--- config.mk ---
export PLATFORM = sky130hd
export DESIGN_NAME = periph_hub_flat
export DESIGN_NICKNAME = d
export VERILOG_FILES = /design/src/rtl/periph_hub_if.sv /design/src/rtl/periph_hub.sv /design/src/flat_wrapper.sv
export SDC_FILE = /design/constraint.sdc
export NUM_CORES = 1
export LEC_CHECK = 0
export ABC_AREA = 1
export CORE_MARGIN = 4
export CORE_UTILIZATION = 56
export DETAILED_ROUTE_END_ITERATION = 7
export GPL_ROUTABILITY_DRIVEN = 0
export PLACE_DENSITY_LB_ADDON = 0.1
export SLEW_MARGIN = 10
export SYNTH_ARGS = -nofsm -noshare
export SYNTH_HDL_FRONTEND = slang
export SYNTH_SLANG_ARGS = --single-unit
export TNS_END_PERCENT = 5
--- constraint.sdc ---
create_clock -name clk -period 2.6 [get_ports clk]
set_clock_uncertainty 0.2 [all_clocks]
set_input_delay 0.26 -clock clk [delete_from_list [all_inputs] [get_ports clk]]
set_output_delay 0.26 -clock clk [all_outputs]
set_load 0.01 [all_outputs]
--- src/rtl/periph_hub_if.sv ---
// Bus bundle for periph_hub: byte channels in, CPU presentation and LED write paths.
// The hub takes the slave modport; the environment (sources plus CPU) takes master.
interface periph_hub_if #(
  parameter int unsigned NCH    = 2,
  parameter int unsigned DATA_W = 8,
  parameter int unsigned OUT_W  = 8
);
  localparam int unsigned CHW = (NCH > 1) ? $clog2(NCH) : 1;

  logic [NCH*DATA_W-1:0] in_data;
  logic [NCH-1:0]        in_valid;
  logic [NCH-1:0]        in_ready;
  logic                  int0;
  logic [DATA_W-1:0]     cpu_rd_data;
  logic [CHW-1:0]        cpu_rd_ch;
  logic                  cpu_read_end;
  logic                  cpu_wr;
  logic [OUT_W-1:0]      cpu_wr_data;
  logic [OUT_W-1:0]      leds;
  logic                  leds_upd;

  modport master (
    output in_data, in_valid, cpu_read_end, cpu_wr, cpu_wr_data,
    input  in_ready, int0, cpu_rd_data, cpu_rd_ch, leds, leds_upd
  );

  modport slave (
    input  in_data, in_valid, cpu_read_end, cpu_wr, cpu_wr_data,
    output in_ready, int0, cpu_rd_data, cpu_rd_ch, leds, leds_upd
  );
endinterface

--- src/rtl/periph_hub.sv ---
// Peripheral hub: per-channel byte FIFOs, a round-robin presenter that interrupts the CPU
// once per byte, and an independent CPU-written LED register with an update pulse.
module periph_hub #(
  parameter int unsigned NCH    = 2,
  parameter int unsigned DATA_W = 8,
  parameter int unsigned DEPTH  = 4,
  parameter int unsigned OUT_W  = 8
) (
  input  logic        clk,
  input  logic        rst,
  periph_hub_if.slave bus
);
  localparam int unsigned CHW = (NCH > 1) ? $clog2(NCH) : 1;
  localparam int unsigned AW  = $clog2(DEPTH);
  localparam int unsigned CW  = AW + 1;

  typedef enum logic [1:0] {StIdle, StPresent, StGap} state_e;

  state_e state_q, state_d;

  logic [NCH-1:0][AW-1:0] wr_ptr_q, rd_ptr_q;
  logic [NCH-1:0][CW-1:0] count_q;
  logic [DATA_W-1:0]      mem_q [NCH][DEPTH];

  logic [NCH-1:0] ready, push, pop, nonempty;
  logic [CHW-1:0] rr_q, grant, cand;
  logic           grant_valid;
  logic           load, pop_en;

  logic              int0_q;
  logic [DATA_W-1:0] rd_data_q;
  logic [CHW-1:0]    rd_ch_q;
  logic [OUT_W-1:0]  leds_q;
  logic              leds_upd_q;

  always_comb begin
    ready    = '0;
    push     = '0;
    pop      = '0;
    nonempty = '0;
    for (int unsigned c = 0; c < NCH; c++) begin
      ready[c]    = (count_q[c] != CW'(DEPTH));
      nonempty[c] = (count_q[c] != '0);
      push[c]     = bus.in_valid[c] & ready[c];
      // Only the channel currently presented can be popped.
      pop[c]      = pop_en & (rd_ch_q == CHW'(c));
    end
  end

  // Round robin: first non-empty channel strictly after the last-served one.
  always_comb begin
    grant_valid = 1'b0;
    grant       = rr_q;
    cand        = '0;
    for (int unsigned i = 1; i <= NCH; i++) begin
      cand = CHW'((32'(rr_q) + i) % NCH);
      if (!grant_valid && nonempty[cand]) begin
        grant_valid = 1'b1;
        grant       = cand;
      end
    end
  end

  always_comb begin
    state_d = state_q;
    load    = 1'b0;
    pop_en  = 1'b0;
    unique case (state_q)
      StIdle: begin
        if (grant_valid) begin
          state_d = StPresent;
          load    = 1'b1;
        end
      end
      StPresent: begin
        if (bus.cpu_read_end) begin
          state_d = StGap;
          pop_en  = 1'b1;
        end
      end
      StGap:   state_d = StIdle;
      default: state_d = StIdle;
    endcase
  end

  always_ff @(posedge clk or negedge rst) begin
    if (!rst) begin
      state_q    <= StIdle;
      wr_ptr_q   <= '0;
      rd_ptr_q   <= '0;
      count_q    <= '0;
      rr_q       <= CHW'(NCH - 1);
      int0_q     <= 1'b0;
      rd_data_q  <= '0;
      rd_ch_q    <= '0;
      leds_q     <= '0;
      leds_upd_q <= 1'b0;
    end else begin
      state_q <= state_d;
      for (int unsigned c = 0; c < NCH; c++) begin
        if (push[c]) wr_ptr_q[c] <= wr_ptr_q[c] + AW'(1);
        if (pop[c])  rd_ptr_q[c] <= rd_ptr_q[c] + AW'(1);
        count_q[c] <= count_q[c] + CW'(push[c]) - CW'(pop[c]);
      end
      int0_q <= (state_d == StPresent);
      if (load) begin
        rd_data_q <= mem_q[grant][rd_ptr_q[grant]];
        rd_ch_q   <= grant;
      end
      if (pop_en) rr_q <= rd_ch_q;
      if (bus.cpu_wr) leds_q <= bus.cpu_wr_data;
      leds_upd_q <= bus.cpu_wr;
    end
  end

  // Storage needs no reset: counts gate every read.
  always_ff @(posedge clk) begin
    for (int unsigned c = 0; c < NCH; c++) begin
      if (push[c]) mem_q[c][wr_ptr_q[c]] <= bus.in_data[c*DATA_W +: DATA_W];
    end
  end

  assign bus.in_ready    = ready;
  assign bus.int0        = int0_q;
  assign bus.cpu_rd_data = rd_data_q;
  assign bus.cpu_rd_ch   = rd_ch_q;
  assign bus.leds        = leds_q;
  assign bus.leds_upd    = leds_upd_q;
endmodule

--- src/flat_wrapper.sv ---
// flat-port wrapper written by rule: the top's interface ports become plain ports
module periph_hub_flat 
#(
  parameter int unsigned NCH    = 2,
  parameter int unsigned DATA_W = 8,
  parameter int unsigned DEPTH  = 4,
  parameter int unsigned OUT_W  = 8
)
  (clk, rst, bus_in_data, bus_in_valid, bus_cpu_read_end, bus_cpu_wr, bus_cpu_wr_data, bus_in_ready, bus_int0, bus_cpu_rd_data, bus_cpu_rd_ch, bus_leds, bus_leds_upd);
  periph_hub_if #(.NCH(NCH), .DATA_W(DATA_W), .OUT_W(OUT_W)) bus_i ();
  input  logic clk;
  input  logic rst;
  input wire logic [$bits(bus_i.in_data)-1:0] bus_in_data;
  input wire logic [$bits(bus_i.in_valid)-1:0] bus_in_valid;
  input wire logic [$bits(bus_i.cpu_read_end)-1:0] bus_cpu_read_end;
  input wire logic [$bits(bus_i.cpu_wr)-1:0] bus_cpu_wr;
  input wire logic [$bits(bus_i.cpu_wr_data)-1:0] bus_cpu_wr_data;
  output wire logic [$bits(bus_i.in_ready)-1:0] bus_in_ready;
  output wire logic [$bits(bus_i.int0)-1:0] bus_int0;
  output wire logic [$bits(bus_i.cpu_rd_data)-1:0] bus_cpu_rd_data;
  output wire logic [$bits(bus_i.cpu_rd_ch)-1:0] bus_cpu_rd_ch;
  output wire logic [$bits(bus_i.leds)-1:0] bus_leds;
  output wire logic [$bits(bus_i.leds_upd)-1:0] bus_leds_upd;
  assign bus_i.in_data = bus_in_data;
  assign bus_i.in_valid = bus_in_valid;
  assign bus_i.cpu_read_end = bus_cpu_read_end;
  assign bus_i.cpu_wr = bus_cpu_wr;
  assign bus_i.cpu_wr_data = bus_cpu_wr_data;
  assign bus_in_ready = bus_i.in_ready;
  assign bus_int0 = bus_i.int0;
  assign bus_cpu_rd_data = bus_i.cpu_rd_data;
  assign bus_cpu_rd_ch = bus_i.cpu_rd_ch;
  assign bus_leds = bus_i.leds;
  assign bus_leds_upd = bus_i.leds_upd;
  periph_hub #(.NCH(NCH), .DATA_W(DATA_W), .DEPTH(DEPTH), .OUT_W(OUT_W)) u_core (.clk(clk), .rst(rst), .bus(bus_i));
endmodule
; Word level (Yosys, flattened, before mapping)
; Memories as Yosys holds them, arrays and structs flattened.
; Index checks and enable logic that the tools add are counted.
[op_classes]
n_addsub = 10
order_cmp = 8
eq_ne = 4
muxes = 28
bitwise = 8
reduce_logical = 7
[op_table]
columns = operator, n
row1 = $mux 32, 2
row2 = $demux 8 s2, 2
row3 = $mux 8, 4
row4 = $bmux 8 s2, 1
row5 = $mux 1, 14
row6 = $ge 3x3->1 const B, 3
row7 = $not 2->3, 3
row8 = $add 2x1->2 const B, 4
row9 = $mux 2, 4
row10 = $add 3x1->3, 2
row11 = $lt 1x2->1 const B, 3
row12 = $lt 3x1->1 const B, 2
row13 = $ne 3x3->1 const B, 2
row14 = $reduce_bool 3->1, 2
row15 = $sub 3x1->3, 2
row16 = $and 1x1->1, 4
row17 = $eq 2x1->1 const B, 2
row18 = $pmux 2 s2, 1
row19 = $logic_and 1x1->1, 3
row20 = $add 1x1->1 const B, 2
row21 = $logic_not 2->1, 1
row22 = $logic_not 1->1, 1
row23 = $not 1->1, 1
[totals]
reg_bits = 36
ramBits = 64
inputBits = 30
elab_cells = 79
mem_count = 1
[mem_list]
columns = name, words, word_bits, read_ports, rd_ports_with_merged_regs, write_ports, line_no
row1 = u_core.mem_q, 2, 32, 1, 0, 2, periph_hub.sv:23  ; logic [DATA_W-1:0] mem_q [NCH][DEPTH];

; Depth between registers and ports, before layout
[logic_depth]
ltp_word = 13
mapped_depth = 13
mapped_depth_nobuf = 12

; Worst setup path after synthesis
; No wires, ideal clock.
[synth_path]
kind = register to register
startpoint = register u_core.state_q[0]
endpoint = register u_core.count_q[5] (netlist name)
setup_ns = 0.129
t_arrival_ns = 1.761
required_ns = 2.271
setup_slack_ns = 0.510
stages_incl_launch_ff = 12
path_buffers = 0
path_cell_list = dfrtp_1 -> inv_1 -> nor2_1 -> nand2_1 -> inv_1 -> nand2_1 -> inv_1 -> ha_1 -> inv_1 -> ha_1 -> fa_1 -> xor2_1
[synth_via]
elab_chain_len = 4
[synth_lines]
columns = item, line_no
row1 = from (decl), periph_hub.sv:19  ; state_e state_q, state_d;
row2 = from (signal assigned), periph_hub.sv:88  ; state_q <= StIdle;
row3 = from (signal assigned), periph_hub.sv:99  ; state_q <= state_d;
row4 = $eq 2x1->1, periph_hub.sv:68  ; unique case (state_q)
row5 = $mux 1, periph_hub.sv:68
row6 = $and 1x1->1, periph_hub.sv:46  ; pop[c] = pop_en & (rd_ch_q == CHW'(c));
row7 = via u_core.pop[1], periph_hub.sv:25  ; logic [NCH-1:0] ready, push, pop, nonempty;
row8 = $sub 3x1->3, periph_hub.sv:103  ; count_q[c] <= count_q[c] + CW'(push[c]) - CW'(pop[c]);
row9 = "to (signal, indexed assignment)", periph_hub.sv:103
row10 = to (decl), periph_hub.sv:22  ; logic [NCH-1:0][CW-1:0] count_q;
; The timed path passes the listed nets, and every way through them passes these cells.
; A chain may end at the register's enable or synchronous reset.

; Worst setup path in the final report
; Same ends and word-level chain as after synthesis.

==> flow_summary_export.csv <==
group,metric,value,unit
status,status,"finished, final reports clean",
timing,setup_violations,0,
worst_setup_path,crit_path_max_fanout,4,
synthesis,synth_warnings,0,
die,num_rows,32,
worst_setup_path,rr_endpoint,"u_core.count_q[5]$_DFF_PN0_",
global_routing,grt_max_degree,37,
timing,drv_slew,0,
synthesis,syn_nets,462,
clock_tree,insertion_delay,0.36,ns
worst_setup_path,r2r_slack,0.38,ns
worst_setup_path,crit_arrival,2.27,ns
clock_tree,postCtsSetupBuffers,0,
timing,fin_crit_sh,85.6,%
worst_setup_path,crit_type,"flop to flop",
clock_tree,clockBufferDepth,2,
route,detail-route-antenna-nets,0,
worst_setup_path,r2r-start,"u_core.state_q[0]$_DFF_PN0_",
clock_tree,ctsHoldBuffers,1,
worst_setup_path,worstSetupStartpointType,"flop",
worst_setup_path,reg2regPathDepth,11,
global_routing,busiest_layer,"met2",
power_and_ir_drop,p_leak,2.34,nW
worst_setup_path,cpMaxStageDelayCell,"dfrtp_1",
worst_setup_path,path_cells,"inv_1 -> nor2_1 -> nand2_1 -> inv_1 -> nand2_1 -> inv_1 -> ha_1 -> inv_1 -> ha_1 -> fa_1 -> xor2_1",
global_routing,global_route.usage.met2,33.1,%
timing,hold_viol,0,
timing,period_needed,2.22,ns
timing,setup_tns,0,ns
route,drtPass1Iterations,4,
final_layout,finalCoreUtilization,68.6,%
worst_setup_path,path_common_cell,"inv_1",
route,drcViolationCount,0,
die,die_area,9460,um2
hold_path,hold_path_end,"u_core.rd_ptr_q[3]$_DFFE_PN0P_",
clock_tree,numCtsBuffers,9,
clock_tree,cts_tree,"done",
timing,timing.hold.ws,0.279,ns
hold_path,worstHoldPathCells,1,
die,dieHeight,97.3,um
final_layout,final_nets,524,
die,die_width,97.3,um
clock_tree,clk_pin_slew,0.10,ns
worst_setup_path,worstSetupEndpointType,"flop",
synthesis,netlist_area,4460,um2
die,start_util,57.7,%
final_layout,syn_to_final_growth,18.8,%
hold_path,hold_path_class,"flop to flop",
route,routedWlPerCell,15.2,um
placement,hpwlAfterDp,6.25,mm
global_routing,grt_antenna_before_repair,0,
worst_setup_path,max_stage_delay,0.40,ns
route,drtIter0Drc,168,
synthesis,netlist_instances,418,
timing,relSlewSlack,46.2,%
worst_setup_path,required,2.65,ns
synthesis,postSynthAreaPerCell,10.7,um2
clock_tree,htreeDepth,3,
timing,fmax,449,MHz
clock_tree,clock_sinks,100,
final_layout,n_antenna_cell,0,
final_layout,final_common_cell,"nand2_1",
power_and_ir_drop,finalPower,6.02,mW
global_routing,grt_pass1_wl,14.8,mm
global_routing,grt_pass1_vias,2993,
power_and_ir_drop,pwr_density_cell,1140,nW/um2
global_routing,grt_util_all_layers,20.1,%
job,drv_cap,0,
global_routing,globalRouteMet3Util,5.89,%
global_routing,grt_util_met1,26.0,%
hold_path,hold_path_startpoint,"u_core.rd_ptr_q[3]$_DFFE_PN0P_",
clock_tree,cts_resized,0,
final_layout,final_cell_mix,"nand2_1 (149), edfxtp_1 (64), nand3_1 (59), clkdlybuf4s50_1 (49), dfrtp_1 (35)",
timing,grt_setup_unrepaired,"no",
final_layout,drive_above_1_share,11.3,%
placement,port-buffer-count,50,
synthesis,ys_seq_area_share,63.3,%
global_routing,grt-ovfl-total,0,
die,coreArea,7730,um2
synthesis,synthFlopType,"edfxtp_1",
synthesis,ys_types,25,
route,dr_total_vias,3047,
route,routed_via_density,5.19,
synthesis,yosys_register_bits,100,
synthesis,async_flop_share,36.0,%
timing,tightest_slew,0.807,ns
synthesis,synth_edf_count,64,
die,io_pins,51,
clock_tree,cts_root_buffer,"clkbuf_8",
route,wirelength,8.94,mm
power_and_ir_drop,peakVddDrop,593,uV
## power breakdown
part           switching (mW)  internal [mW]
Clock                   0.537          0.360
Combinational            1.75           1.01
Sequential              0.216           2.15
Total                    2.50           3.52
## worst max-delay path, delay by kind of cell, from the launching register on
family	cells	cell delay, ns
buffers and inverters	4	0.27
adder cells (fa/ha/maj)	3	0.85
XOR/XNOR	1	0.17
AND/OR/NAND/NOR	3	0.24
flip-flops	1	0.40
## cells by family (layout without fill, tap and decap cells)
kind of cell / after synthesis / in the layout / share of synthesized area, %
buffers and inverters: 47 / 114 / 4.60
AO/OA/AOI/OAI: 7 / 7 / 1.15
AND/OR/NAND/NOR: 232 / 232 / 22.7
multiplexers: 8 / 8 / 2.02
XOR/XNOR: 10 / 10 / 1.96
adder cells (fa/ha/maj): 14 / 14 / 4.26
flip-flops: 100 / 100 / 63.3
## flip-flops by register name, summed over array words and instances, names as in the netlist
register                flops
u_core.bus.cpu_rd_data      8
u_core.bus.leds             8
u_core.rr_q                 1
u_core.count_q              6
u_core.bus.int0             1
u_core.rd_ptr_q             4
u_core.bus.leds_upd         1
u_core.wr_ptr_q             4
u_core.mem_q               64
u_core.state_q              2
u_core.bus.cpu_rd_ch        1
## stage by stage
step,area (um2),setup slack (ns),std cells
floorplan,4460,0.510,418
global placement,5110,0.197,570
detailed placement,5110,0.175,570
CTS,5300,0.374,587
global route,5300,0.271,587
finish,5300,0.375,587
## worst max-delay path by stage
stage / slack, ns / to / depth (start not counted) / from
2_1_floorplan: 0.51 / u_core.count_q[5]$_DFF_PN0_ / 11 / u_core.state_q[0]$_DFF_PN0_
3_3_place_gp: 0.20 / u_core.count_q[5]$_DFF_PN0_ / 10 / bus_cpu_read_end
3_5_place_dp: 0.17 / u_core.count_q[5]$_DFF_PN0_ / 10 / bus_cpu_read_end
4_1_cts: 0.37 / u_core.count_q[5]$_DFF_PN0_ / 11 / u_core.state_q[0]$_DFF_PN0_
5_1_grt: 0.27 / u_core.count_q[5]$_DFF_PN0_ / 11 / u_core.state_q[0]$_DFF_PN0_
6_report: 0.38 / u_core.count_q[5]$_DFF_PN0_ / 11 / u_core.state_q[0]$_DFF_PN0_
## layer usage
layer	wire length, um	vias up
met5	0	-
met4	151	0
met3	641	14
met2	4450	91
met1	3700	1450
li1	-	1492
## Yosys cell counts (2+ instances only)
cell type,count,area share [%]
nand2_1,149,13
edfxtp_1,64,43
nand3_1,59,6.6
dfrtp_1,35,20
inv_1,31,2.6
ha_1,12,3.4
nor2_1,12,1.0
buf_2,11,1.2
mux2_2,8,2.0
xor2_1,8,1.6
nand2_2,5,0.70
o21ai_0,4,0.45
buf_6,2,0.50
fa_1,2,0.90
inv_2,2,0.17
nand2_4,2,0.50
nor2_4,2,0.50
o31ai_1,2,0.34
xnor2_1,2,0.39
## area by class of cell
class | instances | area (um2)
sequential | 100 | 2820
fill | 574 | 2420
multi-input combinational | 271 | 1430
timing repair buffer | 65 | 611
tap | 102 | 128
clock buffer | 9 | 124
inverter | 33 | 124
clock inverter | 7 | 60.1
Power figures use the tool's default switching activity.
